<file path="src/rtl/rf_write_arbiter.sv">
// Two-requester arbiter for the register file write port, with one holding register per requester.
// Tie policy: fixed priority to A by default; define RF_ARB_RR_EN for round-robin.
module rf_write_arbiter #(
  parameter int unsigned n = 32
) (
  input  logic         clk,
  input  logic         rst,
  input  logic         a_valid,
  input  logic [4:0]   a_rd,
  input  logic [n-1:0] a_data,
  output logic         a_ready,
  input  logic         b_valid,
  input  logic [4:0]   b_rd,
  input  logic [n-1:0] b_data,
  output logic         b_ready,
  output logic         rf_we,
  output logic [4:0]   rf_waddr,
  output logic [n-1:0] rf_wdata,
  output logic         idle
);

  localparam int unsigned RD_W = 5;

  logic            a_full;
  logic [RD_W-1:0] a_hold_rd;
  logic [n-1:0]    a_hold_data;
  logic            b_full;
  logic [RD_W-1:0] b_hold_rd;
  logic [n-1:0]    b_hold_data;

  logic grant_a;
  logic grant_b;
  logic accept_a;
  logic accept_b;

`ifdef RF_ARB_RR_EN
  logic last_grant;

  // On a tie the requester that did not win the previous tie goes first.
  always_comb begin
    grant_a = a_full && (!b_full || last_grant);
    grant_b = b_full && (!a_full || !last_grant);
  end

  always_ff @(posedge clk) begin
    if (rst) begin
      last_grant <= 1'b1;
    end else if (a_full && b_full) begin
      last_grant <= grant_b;
    end
  end
`else
  always_comb begin
    grant_a = a_full;
    grant_b = b_full && !a_full;
  end
`endif

  // A slot can take a new request when empty or when it drains this edge.
  always_comb begin
    a_ready  = !rst && (!a_full || grant_a);
    b_ready  = !rst && (!b_full || grant_b);
    accept_a = a_valid && a_ready;
    accept_b = b_valid && b_ready;
  end

  assign idle = !a_full && !b_full && !rf_we;

  // Holding registers; x0 writes are acknowledged but never stored.
  always_ff @(posedge clk) begin
    if (rst) begin
      a_full      <= 1'b0;
      a_hold_rd   <= RD_W'(0);
      a_hold_data <= n'(0);
      b_full      <= 1'b0;
      b_hold_rd   <= RD_W'(0);
      b_hold_data <= n'(0);
    end else begin
      if (accept_a && (a_rd != RD_W'(0))) begin
        a_full      <= 1'b1;
        a_hold_rd   <= a_rd;
        a_hold_data <= a_data;
      end else if (grant_a) begin
        a_full <= 1'b0;
      end
      if (accept_b && (b_rd != RD_W'(0))) begin
        b_full      <= 1'b1;
        b_hold_rd   <= b_rd;
        b_hold_data <= b_data;
      end else if (grant_b) begin
        b_full <= 1'b0;
      end
    end
  end

  // Write port registers; address/data hold when no write is issued.
  always_ff @(posedge clk) begin
    if (rst) begin
      rf_we    <= 1'b0;
      rf_waddr <= RD_W'(0);
      rf_wdata <= n'(0);
    end else begin
      rf_we <= grant_a || grant_b;
      if (grant_a) begin
        rf_waddr <= a_hold_rd;
        rf_wdata <= a_hold_data;
      end else if (grant_b) begin
        rf_waddr <= b_hold_rd;
        rf_wdata <= b_hold_data;
      end
    end
  end

endmodule

</file>
<file path="config.mk">
export PLATFORM = sky130hd
export DESIGN_NAME = rf_write_arbiter
export DESIGN_NICKNAME = d
export VERILOG_FILES = /design/src/rtl/rf_write_arbiter.sv
export SDC_FILE = /design/constraint.sdc
export NUM_CORES = 1
export LEC_CHECK = 0
export BUFFER_PORTS_ARGS = -buffer_cell sky130_fd_sc_hd__buf_2
export CORE_MARGIN = 2
export CORE_UTILIZATION = 53
export DETAILED_ROUTE_END_ITERATION = 7
export GPL_TIMING_DRIVEN = 0
export PLACE_DENSITY = 0.8
export SETUP_SLACK_MARGIN = 0.3
export SLEW_MARGIN = 20
export SYNTH_ARGS = -nofsm -noshare
export SYNTH_HDL_FRONTEND = slang
export SYNTH_SLANG_ARGS = --single-unit
export TNS_END_PERCENT = 30
</file>
<file path="constraint.sdc">
create_clock -name clk -period 1.9 [get_ports clk]
set_clock_uncertainty 0.15 [all_clocks]
set_input_delay 0.095 -clock clk [delete_from_list [all_inputs] [get_ports clk]]
set_output_delay 0.095 -clock clk [all_outputs]
set_load 0.01 [all_outputs]
</file>
==> impl_metrics.csv <==
group,metric,value,unit
synthesis,yosys-mux-area-fraction,0.3142,
synthesis,synth_fp_nets,538,
global_route,gr-usage-all-layers,0.2770,
synthesis,synth_top_family_by_area,"multiplexers",
detailed_routing,first_iter_violations,135,
setup_path,data_arrival_critical_path,1.41,ns
setup_path,worst-path-max-fanout,5,
synthesis,synth_largest_area_cell,"sky130_fd_sc_hd__dfxtp_1",
die,chipWidth,98.59,µm
synthesis,ys_async_sr_fraction,0,
setup_path,cp_slowest_cell,"sky130_fd_sc_hd__dfxtp_2",
setup_path,timing.setup.critical_path_class,"flop to output port",
clock_tree,tritoncts_num_sinks,114,
clock_tree,clk_pin_slew,0.05,ns
die,die_y,98.59,µm
sta,hold_violations,0,
sta,setup_viol_count_final,0,
sta,timing.fmax,603.6,MHz
global_route,grt-ovfl-total,0,
clock_tree,clock_latency,0.50,ns
synthesis,synth_simple_gate_area_share,0.1480,
sta,timing.final.crit_share,0.8719,
detailed_routing,drt.antenna.violating_nets,0,
detailed_routing,drt_first_pass_iters,5,
synthesis,number_of_enable_type_register_cells_in_the_synthesized_netlist,0,
status,status,"completed",
detailed_routing,detail_route.vias_per_cell,5.156,
global_route,grt_antenna_before_repair,0,
layout,area.sequential,0.002283,mm²
setup_path,critical_path_source_type,"flop",
setup_path,path_cells,"buf_6 -> buf_8 -> nor3_4 -> buf_2",
detailed_routing,met2_wl,6996,µm
sta,max_slew.worst_pin.slew,0.6041,ns
layout,fillCellCount,524,
sta,timing.final.max_slew_violations,0,
synthesis,yosys_register_bits,114,
detailed_routing,top_signal_layer_used,"met4",
layout,num-nets-final,763,
detailed_routing,routed_wirelength,13250,µm
global_route,grt_max_degree,17,
detailed_routing,routed-wl-met3,648,µm
place,port_buffers,118,
die,pin_count,119,
detailed_routing,vias,4140,
die,floorplan.core_area,0.008678,mm²
layout,num_antenna_cells,0,
synthesis,synthesis.yosys.warnings,0,
clock_tree,root_buffer_master,"sky130_fd_sc_hd__clkbuf_8",
setup_path,cp_slowest_stage_delay,0.32,ns
clock_tree,cts.path.max_buffers,2,
layout,post-route-cell-area,0.006998,mm²
global_route,grt_pass1_wl,21350,µm
layout,multiInputGateArea,0.002310,mm²
clock_tree,cts_htree_levels,4,
synthesis,ranking_of_synthesized_cells_by_area,"sky130_fd_sc_hd__dfxtp_1 48%, sky130_fd_sc_hd__mux2_2 17%, sky130_fd_sc_hd__mux2i_1 15%, sky130_fd_sc_hd__nand2_1 5.9%, sky130_fd_sc_hd__nor2b_1 4.5%",
place,gpl.final_weighted_congestion,0.7637,
synthesis,yosys.area.top_type_share,0.4813,
clock_tree,tritoncts.num_buffers,17,
power_and_ir_drop,design_power_total,6.618,mW
synthesis,netlist_instances,460,
global_route,first_global_vias,4513,
detailed_routing,avgRoutedWirePerCell,16.51,µm
synthesis,synthesis.area,0.004742,mm²
synthesis,synth_xor_xnor_area_share,0,
setup_path,required,1.65,ns
synthesis,dominantRegCellSynth,"sky130_fd_sc_hd__dfxtp_1",
synthesis,ys_seq_area_frac,0.4813,
layout,synthToLayoutAreaGrowth,47.57,%
synthesis,synth.distinct_cells,24,
synthesis,yosys.area_share.adder,0,
sta,rsz_0062_raised_after_global_routing,"true",
sta,slew_headroom,0.5973,
power_and_ir_drop,p_per_area,945.7,mW/mm²
place,place_area,0.005468,mm²
detailed_routing,route.detailed.drc,0,
die,starting_density_of_the_core,0.5464,
run,max_cap_violations,0,
die,floorplan.rows,34,
synthesis,postSynthAreaPerCell,10.31,µm²
detailed_routing,met1_layer_wirelength_in_the_final_routing,5321,µm
hold_path,hold_path.class,"primary input to flop",
synthesis,synth_compound_gate_area_share,0.02084,
setup_path,worst_setup_path_end_kind,"output port",
clock_tree,cts_tree,"done",
sta,finalCriticalPeriod,1.657,ns
die,die_area,0.009720,mm²
place,place_hpwl,7888,µm
power_and_ir_drop,static-leakage-power,3.221,nW
layout,drive_gt1_frac,0.3496,
power_and_ir_drop,max-vdd-ir-drop,0.0007192,V
-- cell type report --
class | instances | area share
clock buffer | 24 | 0.07009
inverter | 1 | 0.0005364
multi-input combinational | 312 | 0.3301
tap | 108 | 0.01931
clock inverter | 5 | 0.01430
sequential | 114 | 0.3263
buffer | 33 | 0.03093
timing repair buffer | 206 | 0.2085
-- path summary, 6_finish.rpt --
path	endpoint	depth (start not counted)	slack, ns	startpoint
setup / recovery	idle	4	0.24	a_full
hold / removal	a_hold_data[16]	4	0.06	a_valid
setup reg to reg	rf_waddr[1]	6	0.28	b_full
hold reg to reg	a_hold_data[7]	2	0.31	a_hold_data[7]
-- registers in the layout (all words and copies together), names as in the netlist --
name	cells
rf_we	1
a_hold_data	32
a_hold_rd	5
a_full	1
b_hold_data	32
rf_wdata	32
b_hold_rd	5
b_full	1
rf_waddr	5
-- cells by family after synthesis --
group	after synthesis
buffers and inverters	34
flip-flops	114
multiplexers	140
AND/OR/NAND/NOR	158
AO/OA/AOI/OAI	14
-- layer usage --
layer	track usage	up-vias
met5	0	-
met4	0.1180	0
met3	0.05887	24
met2	0.5029	142
met1	0.3131	1980
li1	-	1994
-- placed cells by master, fill, tap and decap left out --
cell type                       instances
sky130_fd_sc_hd__a21oi_1                1
sky130_fd_sc_hd__a21oi_4                1
sky130_fd_sc_hd__and2_1                 1
sky130_fd_sc_hd__buf_1                  2
sky130_fd_sc_hd__buf_2                121
sky130_fd_sc_hd__buf_4                  9
sky130_fd_sc_hd__buf_6                  8
sky130_fd_sc_hd__buf_8                  1
sky130_fd_sc_hd__bufinv_16              3
sky130_fd_sc_hd__clkbuf_1              15
sky130_fd_sc_hd__clkbuf_16             16
sky130_fd_sc_hd__clkbuf_2               2
sky130_fd_sc_hd__clkbuf_8               6
sky130_fd_sc_hd__clkinv_1               1
sky130_fd_sc_hd__clkinv_2               2
sky130_fd_sc_hd__dfxtp_1              113
sky130_fd_sc_hd__dfxtp_2                1
sky130_fd_sc_hd__dlygate4sd3_1         83
sky130_fd_sc_hd__mux2_1                 1
sky130_fd_sc_hd__mux2_2                70
sky130_fd_sc_hd__mux2i_1               69
sky130_fd_sc_hd__nand2_1               74
sky130_fd_sc_hd__nand3_1                7
sky130_fd_sc_hd__nor2_1                39
sky130_fd_sc_hd__nor2b_1               34
sky130_fd_sc_hd__nor3_4                 1
sky130_fd_sc_hd__o211a_1                1
sky130_fd_sc_hd__o211ai_4               1
sky130_fd_sc_hd__o21a_1                 1
sky130_fd_sc_hd__o21ai_0                8
sky130_fd_sc_hd__o22ai_1                1
sky130_fd_sc_hd__or4_1                  1
sky130_fd_sc_hd__or4_4                  1
-- report_power, final --
group	switching (mW)	leakage, nW	internal (mW)	total, mW
Sequential	0.0783	0.938	2.55	2.63
Clock	1.02	0.293	2.14	3.17
Combinational	0.367	1.99	0.459	0.826
Total	1.47	3.22	5.15	6.62
-- through the flow --
step	setup WS [ns]	TNS [ns]	util	hold WS (ns)	instances
4_1_cts	0.2452	0	0.8026	0.05041	802
6_report	0.2434	0	0.8064	0.06492	803
3_3_place_gp	-0.1079	-3.243	0.6300	0.1513	686
2_1_floorplan	0.2126	0	-	0.06974	460
5_1_grt	0.2078	0	0.8064	0.06682	803
3_5_place_dp	-0.1376	-4.686	0.6300	0.1696	686
-- critical path: cells and delay by family, from the launching register on --
kind / cells / cell delay, ns
buffers and inverters: 3 / 0.41
AND/OR/NAND/NOR: 1 / 0.18
flip-flops: 1 / 0.32
-- cells in the mapped netlist (5+ instances only) --
cell and instances:
sky130_fd_sc_hd__buf_1 10, sky130_fd_sc_hd__buf_6 5, sky130_fd_sc_hd__clkbuf_1 17, sky130_fd_sc_hd__dfxtp_1 114, sky130_fd_sc_hd__mux2_2 70, sky130_fd_sc_hd__mux2i_1 69, sky130_fd_sc_hd__nand2_1 74, sky130_fd_sc_hd__nand3_1 7
sky130_fd_sc_hd__nor2_1 39, sky130_fd_sc_hd__nor2b_1 34, sky130_fd_sc_hd__o21ai_0 8
-- repair_timing --
item / 4_1_cts / 5_1_grt
gates resized for setup: 20 / 13
setup buffers: 4 / 1
pin swaps: 1 / 2
endpoints found under the setup margin: 69 / 58
hold endpoints to repair: 75 / 0
hold buffers: 83 / 0
(Power assumes the default switching activity.)
